$ cat config.mk
export PLATFORM = sky130hd
export DESIGN_NAME = jesd204_rx_transport_flat
export DESIGN_NICKNAME = d
export VERILOG_FILES = /design/src/rtl/jesd204_rx_pkg.sv /design/src/rtl/jesd204_rx_transport_if.sv /design/src/rtl/jesd204_rx_fifo.sv /design/src/rtl/jesd204_rx_transport.sv /design/src/flat_wrapper.sv
export SDC_FILE = /design/constraint.sdc
export NUM_CORES = 2
export LEC_CHECK = 0
export BUFFER_PORTS_ARGS = -buffer_cell sky130_fd_sc_hd__buf_2
export CORE_ASPECT_RATIO = 0.6
export CORE_MARGIN = 1
export CORE_UTILIZATION = 45
export CTS_CLUSTER_DIAMETER = 100
export CTS_CLUSTER_SIZE = 20
export DETAILED_ROUTE_END_ITERATION = 8
export GPL_TIMING_DRIVEN = 0
export SLEW_MARGIN = 10
export SYNTH_ARGS = -nofsm -noshare
export SYNTH_HDL_FRONTEND = slang
export SYNTH_HIERARCHICAL = 1
export SYNTH_SLANG_ARGS = --single-unit
$ cat constraint.sdc
create_clock -name clk -period 24.4 [get_ports clk]
set_clock_uncertainty 0.1 [all_clocks]
set_input_delay 2.44 -clock clk [delete_from_list [all_inputs] [get_ports clk]]
set_output_delay 2.44 -clock clk [all_outputs]
set_load 0.03 [all_outputs]
$ cat src/rtl/jesd204_rx_pkg.sv
// rtl/jesd204_rx_pkg.sv - link geometry constants and FSM state encoding for the rx transport layer
package jesd204_rx_pkg;

    localparam int LANES            = 4;
    localparam int OCTETS_PER_LANE  = 4;
    localparam int CONVERTERS       = 2;
    localparam int SAMPLE_W         = 16;
    localparam int SAMPLES_PER_BEAT = 8;

    typedef enum logic [1:0] {
        ST_IDLE  = 2'd0,
        ST_SYNC  = 2'd1,
        ST_RUN   = 2'd2,
        ST_FLUSH = 2'd3
    } rx_state_t;

endpackage

$ cat src/rtl/jesd204_rx_transport_if.sv
// rtl/jesd204_rx_transport_if.sv - lane input stream and sample output stream bundle
interface jesd204_rx_transport_if;
    import jesd204_rx_pkg::*;

    logic                                       rx_tvalid;
    logic [LANES-1:0][8*OCTETS_PER_LANE-1:0]    rx_tdata;
    logic                                       m_tvalid;
    logic                                       m_tready;
    logic [SAMPLES_PER_BEAT-1:0][SAMPLE_W-1:0]  m_tdata;

    // master: the transport block (consumes lanes, produces samples)
    modport master (
        input  rx_tvalid, rx_tdata, m_tready,
        output m_tvalid, m_tdata
    );

    modport slave (
        output rx_tvalid, rx_tdata, m_tready,
        input  m_tvalid, m_tdata
    );
endinterface

$ cat src/rtl/jesd204_rx_fifo.sv
// rtl/jesd204_rx_fifo.sv - synchronous show-ahead FIFO with extended-pointer full/empty
module jesd204_rx_fifo #(
    parameter int WIDTH = 128,
    parameter int DEPTH = 16
) (
    input  logic                     clk,
    input  logic                     rst_n,
    input  logic                     wr_en,
    input  logic [WIDTH-1:0]         wr_data,
    input  logic                     rd_en,
    output logic [WIDTH-1:0]         rd_data,
    output logic                     full,
    output logic                     empty,
    output logic [$clog2(DEPTH):0]   count
);
    localparam int AW = $clog2(DEPTH);

    logic [WIDTH-1:0] mem [DEPTH];
    logic [AW:0]      wr_ptr;
    logic [AW:0]      rd_ptr;
    logic             do_rd;
    logic             do_wr;

    assign do_rd = rd_en && !empty;
    // a full FIFO still accepts a write when the head leaves in the same cycle
    assign do_wr = wr_en && (!full || do_rd);

    always_ff @(posedge clk or negedge rst_n) begin
        if (!rst_n) begin
            wr_ptr <= '0;
            rd_ptr <= '0;
        end else begin
            if (do_wr) wr_ptr <= wr_ptr + 1'b1;
            if (do_rd) rd_ptr <= rd_ptr + 1'b1;
        end
    end

    always_ff @(posedge clk) begin
        if (do_wr) mem[wr_ptr[AW-1:0]] <= wr_data;
    end

    assign empty   = (wr_ptr == rd_ptr);
    assign full    = (wr_ptr[AW] != rd_ptr[AW]) && (wr_ptr[AW-1:0] == rd_ptr[AW-1:0]);
    assign count   = wr_ptr - rd_ptr;
    assign rd_data = empty ? '0 : mem[rd_ptr[AW-1:0]];

endmodule

$ cat src/rtl/jesd204_rx_transport.sv
// rtl/jesd204_rx_transport.sv - L4 M2 F1 S1 transport unpacker with capture FSM, FIFO and drop status
module jesd204_rx_transport
    import jesd204_rx_pkg::*;
#(
    parameter int DEPTH     = 16,
    parameter int CTRL_BITS = 0
) (
    input  logic                    clk,
    input  logic                    aresetn,
    input  logic                    enable,
    input  logic                    clr_status,
    jesd204_rx_transport_if.master  bus,
    output logic                    overflow,
    output logic [15:0]             drop_cnt,
    output logic [1:0]              state
);
    localparam int CNT_W = $clog2(DEPTH) + 1;
    localparam logic [SAMPLE_W-1:0] SAMPLE_MASK = ~((16'd1 << CTRL_BITS) - 16'd1);

    rx_state_t                                  state_q;
    rx_state_t                                  state_d;
    logic [SAMPLES_PER_BEAT-1:0][SAMPLE_W-1:0]  unpacked;
    logic                                       fifo_full;
    logic                                       fifo_empty;
    logic [CNT_W-1:0]                           fifo_count;
    logic                                       pop;
    logic                                       can_write;
    logic                                       flush_done;
    logic                                       wr_en;
    logic                                       cnt_inc;
    logic                                       set_ovf;

    // sample(f,c) = {lane 2c octet f, lane 2c+1 octet f}, stored at index 2f+c
    always_comb begin
        unpacked = '0;
        for (int f = 0; f < OCTETS_PER_LANE; f++) begin
            for (int c = 0; c < CONVERTERS; c++) begin
                unpacked[2*f+c] = {bus.rx_tdata[2*c][8*f +: 8], bus.rx_tdata[2*c+1][8*f +: 8]}
                                  & SAMPLE_MASK;
            end
        end
    end

    jesd204_rx_fifo #(
        .WIDTH (SAMPLES_PER_BEAT*SAMPLE_W),
        .DEPTH (DEPTH)
    ) u_fifo (
        .clk     (clk),
        .rst_n   (aresetn),
        .wr_en   (wr_en),
        .wr_data (unpacked),
        .rd_en   (bus.m_tready),
        .rd_data (bus.m_tdata),
        .full    (fifo_full),
        .empty   (fifo_empty),
        .count   (fifo_count)
    );

    assign bus.m_tvalid = !fifo_empty;
    assign pop          = !fifo_empty && bus.m_tready;
    assign can_write    = !fifo_full || pop;
    assign flush_done   = fifo_empty || ((fifo_count == CNT_W'(1)) && pop);

    always_ff @(posedge clk or negedge aresetn) begin
        if (!aresetn) state_q <= ST_IDLE;
        else          state_q <= state_d;
    end

    always_comb begin
        state_d = state_q;
        wr_en   = 1'b0;
        cnt_inc = 1'b0;
        set_ovf = 1'b0;
        if (!enable) begin
            state_d = ST_IDLE;
        end else begin
            case (state_q)
                ST_IDLE: state_d = ST_SYNC;
                ST_SYNC, ST_RUN: begin
                    if (bus.rx_tvalid) begin
                        if (can_write) begin
                            wr_en   = 1'b1;
                            state_d = ST_RUN;
                        end else begin
                            cnt_inc = 1'b1;
                            set_ovf = 1'b1;
                            state_d = ST_FLUSH;
                        end
                    end else if (state_q == ST_RUN) begin
                        state_d = ST_SYNC;
                    end
                end
                ST_FLUSH: begin
                    cnt_inc = bus.rx_tvalid;
                    if (flush_done) state_d = ST_SYNC;
                end
                default: state_d = ST_IDLE;
            endcase
        end
    end

    // a clear that coincides with a drop leaves that drop recorded
    always_ff @(posedge clk or negedge aresetn) begin
        if (!aresetn) begin
            overflow <= 1'b0;
            drop_cnt <= 16'd0;
        end else if (clr_status) begin
            overflow <= set_ovf;
            drop_cnt <= {15'd0, cnt_inc};
        end else begin
            if (set_ovf) overflow <= 1'b1;
            if (cnt_inc && (drop_cnt != 16'hFFFF)) drop_cnt <= drop_cnt + 16'd1;
        end
    end

    assign state = state_q;

endmodule

$ cat src/flat_wrapper.sv
// flat-port wrapper written by rule: the top's interface ports become plain ports
module jesd204_rx_transport_flat import jesd204_rx_pkg::*;
#(
    parameter int DEPTH     = 16,
    parameter int CTRL_BITS = 0
)
  (clk, aresetn, enable, clr_status, overflow, drop_cnt, state, bus_rx_tvalid, bus_rx_tdata, bus_m_tready, bus_m_tvalid, bus_m_tdata);
  jesd204_rx_transport_if bus_i ();
  input  logic clk;
  input  logic aresetn;
  input  logic enable;
  input  logic clr_status;
  output logic overflow;
  output logic [15:0] drop_cnt;
  output logic [1:0] state;
  input wire logic [$bits(bus_i.rx_tvalid)-1:0] bus_rx_tvalid;
  input wire logic [$bits(bus_i.rx_tdata)-1:0] bus_rx_tdata;
  input wire logic [$bits(bus_i.m_tready)-1:0] bus_m_tready;
  output wire logic [$bits(bus_i.m_tvalid)-1:0] bus_m_tvalid;
  output wire logic [$bits(bus_i.m_tdata)-1:0] bus_m_tdata;
  assign bus_i.rx_tvalid = bus_rx_tvalid;
  assign bus_i.rx_tdata = bus_rx_tdata;
  assign bus_i.m_tready = bus_m_tready;
  assign bus_m_tvalid = bus_i.m_tvalid;
  assign bus_m_tdata = bus_i.m_tdata;
  jesd204_rx_transport #(.DEPTH(DEPTH), .CTRL_BITS(CTRL_BITS)) u_core (.clk(clk), .aresetn(aresetn), .enable(enable), .clr_status(clr_status), .bus(bus_i), .overflow(overflow), .drop_cnt(drop_cnt), .state(state));
endmodule
==> impl_metrics.py <==
metrics = {
    "synthesis": {
        "async_reset_ff_share_pct": 1.396,
        "ys_seq_area_share_pct": 78.42,
        "synth_area_leader_cell": "edfxtp_1",
        "synth_nets": 3490,
        "yosysMostFrequentCell": "edfxtp_1",
        "syn_avg_cell_area_um2": 23.74,
        "synth_edf_count": 2048,
        "synthDistinctLibCells": 54,
        "synth_area_leaders": "edfxtp_1 78%, mux4_2 15%, mux2i_1 1.6%",
        "yosysWarnings": 6,
        "syn_area_um2": 79350,
        "synth_top_flop_cell": "edfxtp_1",
        "synth.top_cells.by_count": "2048 x edfxtp_1, 511 x mux4_2, 129 x mux2i_1, 129 x o31ai_1, 127 x a22oi_1",
        "synth_top_cell_area_share_pct": 77.50,
        "synthCells": 3342,
        "ys_ff_latch": 2077,
    },
    "die": {
        "rows": 118,
        "pin_count": 282,
        "coreArea_um2": 173800,
        "die_w_um": 544.1,
        "dieArea_um2": 178100,
        "die_h_um": 327.3,
        "start_util_pct": 45.66,
    },
    "timing": {
        "relSlewSlack_pct": 26.27,
        "period_share_pct": 33.62,
        "hold_ws_ns": 0.4484,
        "fmax_mhz": 121.9,
        "fin_crit_ns": 8.203,
        "worst_slew_pin_slew_ns": 1.097,
        "hold_violations": 0,
        "setup_ws_ns": 16.20,
        "rsz0062_at_grt": "false",
        "setup_viol": 0,
        "finalMaxSlewViolations": 0,
    },
    "critical_path": {
        "path_buf_inv": 8,
        "crit_fanout": 10,
        "cp_common_cell": "buf_2",
        "r2r_cells": 23,
        "end_kind": "output port",
        "critical-path-top-delay-family": "buffers and inverters",
        "cp-start-kind": "register",
        "crit_type": "reg2out",
        "critPathArrivalTime_ns": 5.66,
        "worst-path-stages": 12,
        "cp_slowest_cell": "o31ai_1",
        "crit_chain": "buf_2 -> buf_6 -> buf_6 -> clkbuf_1 -> inv_1 -> ha_1 -> and4_1 -> and2_1 -> buf_2 -> clkbuf_1 -> o31ai_1 -> buf_2",
        "cpPeakStageDelay_ns": 1.02,
        "critPathRequiredTime_ns": 21.86,
    },
    "clock_tree": {
        "cts.clk_slew.worst_paths_ns": 0.08,
        "cts_root_buffer": "clkbuf_16",
        "cts_max_level": 3,
        "clock-sinks": 2077,
        "holdBufCountCts": 0,
        "cts_buffer_depth": 3,
        "post_cts_buffers": 0,
        "ctsResizeCount": 0,
        "numCtsBuffers": 113,
        "clkLatencyLatePin_ns": 0.77,
        "tritoncts": "done",
    },
    "drt": {
        "first_iter_violations": 4549,
        "drtPass1Iterations": 5,
        "drtAntennaViolNets": 0,
        "wl_per_cell_um": 31.87,
        "dr_total_vias": 37960,
        "drt-total-wl_um": 200200,
        "route.detailed.drc": 0,
        "vias_per_cell": 6.044,
    },
    "power_and_ir_drop": {
        "power.leakage_nw": 28.30,
        "ir_drop_mv": 0.06839,
        "power_mw": 9.589,
        "powerDensity_nw_per_um2": 107.2,
    },
    "hold_path": {
        "worstHoldPathCells": 1,
        "hold_class": "reg2reg",
    },
    "layout": {
        "fin_cells": 6281,
        "fin_area_um2": 89420,
        "nets": 4053,
        "drive_gt1_share_pct": 31.82,
        "area_growth_pct": 12.70,
        "nFillCells": 13480,
    },
    "global_routing": {
        "gr-usage-met1_pct": 36.11,
        "use_met3_pct": 4.351,
        "grtUsageMet2_pct": 32.34,
        "grt_max_degree": 67,
        "busiest_layer": "met1",
        "overflow": 0,
        "grt_pass1_vias": 37600,
        "grt_util_all_layers_pct": 22.59,
        "grt_first_pass_wirelength_um": 283600,
        "antenna_found_initial": 38,
    },
    "placed_design": {
        "io_buffer_count": 280,
        "place_ws_ns": 17.17,
        "dp.cells": 6130,
        "hpwlAfterDp_um": 131500,
        "placed_area_um2": 86390,
        "place_congestion": 0.7801,
    },
    "run_status": {
        "status": "complete, no violations",
    },
    "job": {
        "maxCapViolations": 0,
    },
}
-- final timing paths --
check                                              from                       end  slack, ns
worst max register to register  u_core/u_fifo/rd_ptr[1]  u_core/u_fifo/mem[0][65]      17.45
worst min register to register  u_core/u_fifo/rd_ptr[4]   u_core/u_fifo/rd_ptr[4]       0.45
worst max-delay path            u_core/u_fifo/rd_ptr[1]           bus_m_tdata[82]      16.20
max in group asynchronous                       aresetn   u_core/u_fifo/rd_ptr[4]      22.11
worst min-delay path            u_core/u_fifo/rd_ptr[4]   u_core/u_fifo/rd_ptr[4]       0.45
min in group asynchronous                       aresetn        u_core/drop_cnt[8]       1.62
-- flip-flops by register name, summed over array words and instances (netlist names) --
register and count:
u_core/u_fifo/rd_ptr 5, u_core/state 2, u_core/overflow 1, u_core/drop_cnt 16
u_core/u_fifo/wr_ptr 5, u_core/u_fifo/mem 2048
-- layout make-up --
type	count	area, µm²	share of cell area (%)
clock buffers	135	2932	3.278
well taps	2340	2928	3.274
multi-input cells	1057	15960	17.85
inverters	14	60.06	0.06716
clock inverters	7	76.32	0.08535
diodes	9	22.52	0.02519
plain buffers	194	1211	1.354
repair buffers	448	4006	4.480
flip-flops and latches	2077	62220	69.58
-- metal layers --
layer / vias to the layer above / share of wire [%]
li1: 15450 / -
met1: 20590 / 46
met2: 1670 / 44
met3: 232 / 8.6
met4: 22 / 1.9
met5: - / 0.073
-- cell families (layout without fill, tap and decap cells) --
family / Yosys count / after routing / share of synthesized area [%]
compound gates: 285 / 285 / 2.682
simple gates: 94 / 94 / 0.6591
flops: 2077 / 2077 / 78.42
mux: 644 / 644 / 16.19
fa+ha+maj: 14 / 14 / 0.2302
xor+xnor: 20 / 20 / 0.2302
buf+inv: 208 / 798 / 1.591
other cells: 0 / 9 / 0
-- layout by cell type (no fill, tap or decap), types with 10 or more instances in the layout --
master,Yosys,layout
buf_12,0,60
nand4_1,11,11
nor2_1,26,15
inv_1,14,13
ha_1,13,13
buf_6,34,62
a22oi_1,127,127
buf_16,0,24
o31ai_1,129,129
edfxtp_1,2048,2048
dfrtp_1,29,29
clkbuf_16,0,114
xnor2_1,16,16
clkbuf_1,47,67
buf_4,37,92
mux2i_1,129,129
nand2_1,15,15
mux4_2,511,511
a21oi_1,10,10
nor2_4,0,11
buf_2,70,350
-- power breakdown --
group          switching [mW]  internal, mW  total [mW]
registers              0.0207          3.99        4.01
clock network            1.08         0.845        1.93
logic                    2.30          1.35        3.65
total                    3.41          6.18        9.59
-- stage by stage --
| stage | utilization [%] | setup TNS, ns |
|---|---|---|
| floorplan | - | 0 |
| CTS | 51.45 | 0 |
| detailed placement | 49.72 | 0 |
| global route | 51.45 | 0 |
| global placement | 48.15 | -993.91 |
| finish | 51.46 | 0 |
(Power assumes the default switching activity.)
